## src/rtl/parity_frame_tx.sv

```systemverilog
// parity_frame_tx
// Transmit-side serializer for the serial parity checker. A parallel word
// and a parity mode are accepted over ready/valid. The word is then sent one
// bit per cycle, LSB first, followed by a parity bit that makes the total
// count of ones even (mode 0) or odd (mode 1). A downstream hold freezes
// shifting. After each frame an optional number of forced idle cycles
// elapses before the next word is accepted.

module parity_frame_tx #(
  parameter int DATA_W   = 7,
  parameter int IDLE_GAP = 2
) (
  input  logic              clk,
  input  logic              reset,
  input  logic [DATA_W-1:0] in_data,
  input  logic              in_mode,
  input  logic              in_valid,
  output logic              in_ready,
  input  logic              ser_hold,
  output logic              ser_data,
  output logic              ser_valid,
  output logic              ser_mode,
  output logic              frame_done,
  output logic              busy,
  output logic [7:0]        frame_count
);

  // bit_idx must be able to reach DATA_W, which is the index of the parity bit.
  localparam int IDX_W = (DATA_W > 0) ? $clog2(DATA_W + 1) : 1;
  localparam int GAP_W = (IDLE_GAP > 1) ? $clog2(IDLE_GAP) : 1;

  typedef enum logic [1:0] {
    ST_IDLE  = 2'd0,
    ST_SHIFT = 2'd1,
    ST_GAP   = 2'd2
  } state_t;

  state_t            state_reg;
  logic [DATA_W:0]   shreg_reg;
  logic [IDX_W-1:0]  bit_idx_reg;
  logic [GAP_W-1:0]  gap_cnt_reg;
  logic              ser_mode_reg;
  logic              frame_done_reg;
  logic [7:0]        frame_count_reg;

  // The parity chain is seeded with the mode bit. With a 0 seed the chain
  // yields even parity; with a 1 seed it yields odd parity over the frame.
  logic [DATA_W:0]   par_chain;
  logic              par_bit;

  assign par_chain[0] = in_mode;

  generate
    for (genvar gi = 0; gi < DATA_W; gi++) begin : g_par
      assign par_chain[gi+1] = par_chain[gi] ^ in_data[gi];
    end
  endgenerate

  assign par_bit = par_chain[DATA_W];

  logic accept;
  logic last_xfer;

  // The handshake and serial strobes are combinational, so a stall or a new
  // offer is seen in the same cycle it is presented.
  assign in_ready  = (state_reg == ST_IDLE) && !reset;
  assign accept    = in_valid && in_ready;
  assign ser_valid = (state_reg == ST_SHIFT) && !ser_hold;
  assign ser_data  = (state_reg == ST_SHIFT) ? shreg_reg[0] : 1'b0;
  assign busy      = (state_reg != ST_IDLE);
  assign last_xfer = ser_valid && (bit_idx_reg == IDX_W'(DATA_W));

  assign ser_mode    = ser_mode_reg;
  assign frame_done  = frame_done_reg;
  assign frame_count = frame_count_reg;

  // Frame sequencer: load on accept, shift on each transfer, then idle gap.
  always_ff @(posedge clk) begin
    if (reset) begin
      state_reg       <= ST_IDLE;
      shreg_reg       <= '0;
      bit_idx_reg     <= '0;
      gap_cnt_reg     <= '0;
      ser_mode_reg    <= 1'b0;
      frame_done_reg  <= 1'b0;
      frame_count_reg <= 8'd0;
    end else begin
      frame_done_reg <= 1'b0;
      case (state_reg)
        ST_IDLE: begin
          if (accept) begin
            shreg_reg    <= {par_bit, in_data};
            ser_mode_reg <= in_mode;
            bit_idx_reg  <= '0;
            state_reg    <= ST_SHIFT;
          end
        end
        ST_SHIFT: begin
          if (ser_valid) begin
            shreg_reg   <= {1'b0, shreg_reg[DATA_W:1]};
            bit_idx_reg <= bit_idx_reg + 1'b1;
            if (last_xfer) begin
              bit_idx_reg     <= '0;
              frame_done_reg  <= 1'b1;
              frame_count_reg <= frame_count_reg + 8'd1;
              gap_cnt_reg     <= '0;
              if (IDLE_GAP > 0) begin
                state_reg <= ST_GAP;
              end else begin
                state_reg <= ST_IDLE;
              end
            end
          end
        end
        ST_GAP: begin
          if (gap_cnt_reg == GAP_W'(IDLE_GAP - 1)) begin
            gap_cnt_reg <= '0;
            state_reg   <= ST_IDLE;
          end else begin
            gap_cnt_reg <= gap_cnt_reg + 1'b1;
          end
        end
        default: begin
          state_reg <= ST_IDLE;
        end
      endcase
    end
  end

endmodule
```

## config.mk

```make
export PLATFORM = sky130hd
export DESIGN_NAME = parity_frame_tx
export DESIGN_NICKNAME = d
export VERILOG_FILES = /design/src/rtl/parity_frame_tx.sv
export SDC_FILE = /design/constraint.sdc
export NUM_CORES = 1
export LEC_CHECK = 0
export CAP_MARGIN = 30
export CORE_MARGIN = 2
export CORE_UTILIZATION = 48
export CTS_CLUSTER_DIAMETER = 60
export DETAILED_ROUTE_END_ITERATION = 7
export PLACE_DENSITY = 0.77
export SLEW_MARGIN = 40
export SYNTH_ARGS = -nofsm -noshare
export SYNTH_HDL_FRONTEND = slang
export SYNTH_SLANG_ARGS = --single-unit
```

## constraint.sdc

```tcl
create_clock -name clk -period 2.35 [get_ports clk]
set_clock_uncertainty 0.2 [all_clocks]
set_input_delay 0.47 -clock clk [delete_from_list [all_inputs] [get_ports clk]]
set_output_delay 0.47 -clock clk [all_outputs]
set_load 0.01 [all_outputs]
```

==> results.py, run 1 <==
metrics = {
    "status": {
        "status": "completed",
    },
    "sta": {
        "fin_tns_setup_ps": 0,
        "drv_slew": 0,
        "max_slew_margin": 0.746,
        "finalCriticalPeriod_ps": 2270,
        "tightest_slew_ps": 378,
        "setup_ws_ps": 77.0,
        "hold_viol": 0,
        "fin_crit_sh": 0.967,
        "fmax_mhz": 440,
        "rsz0062_at_grt": "no",
        "finalSetupViolCount": 0,
    },
    "synth": {
        "synth_fp_nets": 141,
        "ys_ff_latch": 24,
        "synthCells": 126,
        "synth_warnings": 0,
        "synth-edff-count": 0,
        "avgSynthCellArea_um2": 9.09,
        "synth_ff_type": "dfxtp_1",
        "synth_cell_types": 27,
        "syn_area_mm2": 0.00114,
        "synthArstFlopShare": 0,
        "ys_seq_area_frac": 0.420,
    },
    "layout": {
        "fill_cells": 201,
        "diodes": 0,
        "final_layout_size_suffix_gt1_frac": 0.134,
        "final_common_cell": "clkdlybuf4s50_1",
        "syn2layout_area_growth_pct": 30.6,
        "mostFrequentLayoutCells": "clkdlybuf4s50_1 (24), dfxtp_1 (23), nor2_1 (16)",
        "nets": 174,
        "multi_input_area_um2": 619,
        "regArea_um2": 482,
    },
    "detailed_routing": {
        "vias_per_cell": 5.24,
        "antenna_left": 0,
        "firstDrtPassIters": 3,
        "drtIter0Drc": 5,
        "routed_wl_um": 2440,
        "via_count": 969,
        "route.detailed.drc": 0,
        "wl_per_cell_um": 13.2,
    },
    "setup_path": {
        "reg2regPathDepth": 7,
        "rrSetupSlack_ps": 470,
        "required_ps": 1680,
        "r2r-end": "frame_count[6]",
        "end_kind": "output pin",
        "reg2reg_from": "bit_idx_reg[0]",
        "cp-start-kind": "input pin",
        "critPathArrivalTime_ps": 1600,
        "crit_path_max_fanout": 3,
        "critPathKind": "in2out",
    },
    "worst_hold_path": {
        "min_path_type": "reg2reg",
        "holdPathStages": 2,
        "hold_path_startpoint": "gap_cnt_reg",
        "holdPathEnd": "gap_cnt_reg",
    },
    "floorplanning": {
        "io_pins": 26,
        "start_util": 0.513,
        "rows": 17,
        "die_h_um": 52.8,
        "dieArea_mm2": 0.00279,
        "chipWidth_um": 52.8,
        "core_mm2": 0.00223,
    },
    "cts": {
        "cts_buffer_depth": 2,
        "cts_inserted_buffers": 3,
        "clk-insertion-delay-late_ps": 310,
        "cts_root_buffer": "clkbuf_4",
        "cts_tree": "yes",
        "cts.sinks": 24,
        "h-tree-depth": 1,
        "clk_pin_slew_worst_paths_ps": 110,
        "cts_hold_buf": 0,
    },
    "flow_run": {
        "max_cap_violations": 0,
    },
    "grt": {
        "grt_pass1_vias": 956,
        "grt_max_degree": 25,
        "antenna_found_initial": 0,
        "grt-ovfl-total": 0,
        "grt_pass1_wl_um": 4120,
        "grt_util_all_layers": 0.207,
    },
    "pwr": {
        "power.leakage_nw": 0.549,
        "irDropWorstVdd_mv": 0.381,
        "powerDensity_mw_per_mm2": 499,
    },
    "placement": {
        "port_buffers": 25,
        "gp_congestion": 0.692,
        "hpwl_um": 1820,
        "preCtsSetupSlack_ps": -36.2,
    },
}
-- Yosys cell counts (2+ instances only) --
cell type | number | area share
a211oi_1 | 5 | 0.033
a211oi_2 | 2 | 0.022
a21oi_1 | 10 | 0.044
buf_2 | 2 | 0.0087
buf_6 | 2 | 0.020
clkbuf_1 | 2 | 0.0066
dfxtp_1 | 24 | 0.42
ha_1 | 3 | 0.033
inv_1 | 2 | 0.0066
mux2i_1 | 6 | 0.052
nand2_1 | 9 | 0.030
nand2b_1 | 7 | 0.038
nand3_1 | 5 | 0.022
nor2_1 | 16 | 0.052
nor3_1 | 5 | 0.022
o21ai_0 | 3 | 0.013
or2_2 | 2 | 0.011
or3_1 | 2 | 0.011
xnor2_1 | 9 | 0.069
xor2_1 | 3 | 0.023
-- cells by family (layout without fill, tap and decap cells) --
| group | after synthesis | count (layout) | share of synthesized area |
|---|---|---|---|
| buffers and inverters | 8 | 39 | 0.0415 |
| muxes | 6 | 6 | 0.0525 |
| and+or+nand+nor | 51 | 51 | 0.228 |
| adders and majority gates | 3 | 3 | 0.0328 |
| AOI/OAI and AO/OA | 22 | 22 | 0.133 |
| DFF | 24 | 24 | 0.420 |
| xor gates and xnor gates | 12 | 12 | 0.0918 |
-- worst max-delay path, cell delays in order --
cell and delay [ps]:
clkdlybuf4s50_1 450, nor2_1 140, clkdlybuf4s50_1 550
-- worst max-delay path by stage --
stage	start	end	slack, ps	cells after the start
2_1_floorplan	reset	shreg_reg[4]	530	6
3_3_place_gp	reset	in_ready	40	3
3_5_place_dp	reset	in_ready	-40	3
4_1_cts	state_reg[1]	ser_valid	30	3
5_1_grt	state_reg[1]	ser_valid	40	3
6_report	ser_hold	ser_valid	80	3
-- through the flow --
step	hold WS (ps)	cells	power (mW)	util	instance area, µm²
floorplan	243	126	0.528	-	1140
global placement	246	182	0.580	0.658	1470
detailed placement	276	182	0.586	0.658	1470
CTS	294	185	0.756	0.668	1490
global route	317	185	0.789	0.669	1500
finish	290	185	0.747	0.669	1500
-- repair_timing --
| item | in CTS | in global routing |
|---|---|---|
| resized for setup | 1 | 2 |
| buffers inserted | 0 | 0 |
| setup endpoints to repair | 1 | 1 |
-- where the power goes --
part           switching, mW  internal, mW  total (mW)
registers            0.00928         0.424       0.433
logic                 0.0646        0.0778       0.142
clock network          0.111        0.0598       0.171
total                  0.185         0.562       0.747
-- layout make-up --
class	instances	share of cell area
clock buffers	3	0.0151
repair buffers	34	0.220
multi-input cells	94	0.414
well taps	28	0.0234
inverters	2	0.00502
flip-flops and latches	24	0.322
-- metal layers --
layer	GRT usage	share of wire
met4	0.0769	0.0053
met1	0.219	0.43
met3	0.0429	0.036
met5	0	0
met2	0.394	0.53
No activity file was read; power rests on OpenSTA's default activity.
==> run 2: changes to the inputs <==
CAP_MARGIN = 15   (was 30)
CORE_UTILIZATION = 30   (was 48)
PLACE_DENSITY = not set   (was 0.77)
PLACE_DENSITY_LB_ADDON = 0.1   (was not set)
==> run 2 against run 1 <==
Via count decreased by 0.72%. Register-to-register slack improved by 70 ps. Global-route usage decreased by 8.3 points. Sequential share of layout area decreased by 0.94 points. Final area increased by 3.0%. Critical path depth unchanged. Core utilization decreased by 25 points. Critical path type unchanged. First-iteration DRC count increased to 2.6 times the previous value. Sequential power about the same.
==> results.py, run 2 (synthesis results as in run 1) <==
metrics = {
    "cts": {
        "cts_root_buffer": "clkbuf_8",
        "cts_inserted_buffers": 3,
        "cts_hold_buf": 0,
        "clk-insertion-delay-late_ps": 260,
        "cts.sinks": 24,
        "post_cts_buffers": 0,
        "clk_pin_slew_worst_paths_ps": 80,
        "h-tree-depth": 1,
        "cts_tree": "yes",
        "cts_buffer_depth": 2,
    },
    "placement": {
        "gp_congestion": 0.672,
        "dp_cells": 201,
        "preCtsSetupSlack_ps": -57.3,
        "port_buffers": 25,
        "hpwl_um": 1710,
    },
    "sta": {
        "tightest_slew_ps": 372,
        "fmax_mhz": 442,
        "rsz0062_at_grt": "no",
        "hold_viol": 0,
        "finalSetupViolCount": 0,
        "finalCriticalPeriod_ps": 2260,
        "drv_slew": 0,
        "fin_tns_setup_ps": 0,
        "fin_crit_sh": 0.964,
        "max_slew_margin": 0.750,
        "setup_ws_ps": 85.0,
    },
    "setup_path": {
        "reg2reg_from": "bit_idx_reg[0]",
        "slowest_delay_ps": 530,
        "r2r-end": "frame_count[3]",
        "crit_top_cell": "clkdlybuf4s50_1",
        "slowest_stage": "clkdlybuf4s50_1",
        "cp-start-kind": "input pin",
        "critPathBufInv": 2,
        "crit_path_max_fanout": 3,
        "rrSetupSlack_ps": 540,
        "critPathKind": "in2out",
        "crit_family": "buffers and inverters",
        "end_kind": "output pin",
        "crit_chain": "clkdlybuf4s50_1, nor2_1, clkdlybuf4s50_1",
        "reg2regPathDepth": 6,
        "critPathArrivalTime_ps": 1590,
        "required_ps": 1680,
    },
    "pwr": {
        "powerDensity_mw_per_mm2": 527,
        "power.switching_mw": 0.195,
        "seqPwrFrac": 0.535,
        "comb_power_share": 0.172,
        "power.leakage_nw": 0.564,
        "power.total_mw": 0.812,
        "irDropWorstVdd_mv": 0.210,
        "intPower_mw": 0.617,
        "switching_share": 0.240,
        "clockPowerShare": 0.293,
    },
    "grt": {
        "grt_pass1_wl_um": 4150,
        "grt_pass1_vias": 952,
        "grt_max_degree": 25,
        "grt-ovfl-total": 0,
        "grt_util_all_layers": 0.123,
        "antenna_found_initial": 0,
    },
    "layout": {
        "nets": 173,
        "final_cells": 204,
        "syn2layout_area_growth_pct": 34.5,
        "final_common_cell": "clkdlybuf4s50_1",
        "fin_util": 0.421,
        "multi_input_area_um2": 624,
        "fill_cells": 359,
        "regArea_um2": 482,
        "diodes": 0,
        "final_layout_size_suffix_gt1_frac": 0.135,
        "mostFrequentLayoutCells": "clkdlybuf4s50_1 (24), dfxtp_1 (23), nor2_1 (16)",
    },
    "worst_hold_path": {
        "holdPathEnd": "ser_mode",
        "holdPathStages": 2,
        "min_path_type": "reg2reg",
        "hold_path_startpoint": "ser_mode",
    },
    "detailed_routing": {
        "firstDrtPassIters": 5,
        "wl_per_cell_um": 11.3,
        "via_count": 962,
        "route.detailed.drc": 0,
        "vias_per_cell": 4.72,
        "antenna_left": 0,
        "drtIter0Drc": 13,
        "routed_wl_um": 2300,
    },
    "floorplanning": {
        "io_pins": 26,
        "chipWidth_um": 65.8,
        "start_util": 0.313,
        "die_h_um": 65.8,
        "core_mm2": 0.00366,
        "dieArea_mm2": 0.00433,
        "rows": 22,
    },
    "flow_run": {
        "max_cap_violations": 0,
    },
    "status": {
        "status": "completed",
    },
}
## run 2: cell types whose count changed in the layout (fill, tap and decap cells not counted)
cell	previous run	this run
nor3_2	0	1
nor3_1	5	4
dlygate4sd2_1	1	0
buf_4	8	7
dlymetal6s2s_1	0	1
clkbuf_8	0	3
clkbuf_4	3	0
## run 2: worst max path at each step
stage	slack, ps	startpoint	cells after the start	endpoint
after floorplan	530	reset	6	shreg_reg[4]
after global placement	-70	reset	3	in_ready
after detailed placement	-60	reset	3	in_ready
after CTS	20	state_reg[0]	3	ser_data
after global routing	7	state_reg[1]	3	ser_data
final	90	ser_hold	3	ser_valid
## run 2: worst register-to-register path: stages, from the launching register on
cell and delay (ps):
dfxtp_1 350, ha_1 160, ha_1 200, nand4bb_1 150
buf_4 200, or3_1 350, a21oi_1 140
## run 2: repair_timing
| action | in CTS | in global routing |
|---|---|---|
| cloned | 0 | 0 |
| endpoints found under the setup margin | 1 | 3 |
| gates resized for setup | 1 | 3 |
## run 2: power groups by stage
| stage | combinational (mW) | sequential, mW | clock (mW) |
|---|---|---|---|
| after global routing | 0.157 | 0.436 | 0.266 |
| final | 0.140 | 0.434 | 0.238 |
| after CTS | 0.142 | 0.434 | 0.250 |
| after global placement | 0.141 | 0.443 | 0 |
| after floorplan | 0.0866 | 0.441 | 0 |
| after detailed placement | 0.141 | 0.443 | 0 |
## run 2: layout make-up
type                       count  area share
clock buffer                   3      0.0268
multi-input combinational     94       0.405
timing repair buffer          33       0.211
tap                           48      0.0390
inverter                       2     0.00487
sequential                    24       0.313
## run 2: metrics by stage
step	hold WS, ps	area, µm²
6_report	266	1540
2_1_floorplan	243	1140
4_1_cts	272	1530
5_1_grt	295	1540
3_3_place_gp	245	1490
3_5_place_dp	259	1490
## run 2: metal layers
metal  GRT usage  share of wire  vias up
met3      0.0239          0.047        5
li1            -              -      499
met5           0              0        -
met1       0.164           0.51      437
met4      0.0547          0.017        0
met2       0.193           0.43       21
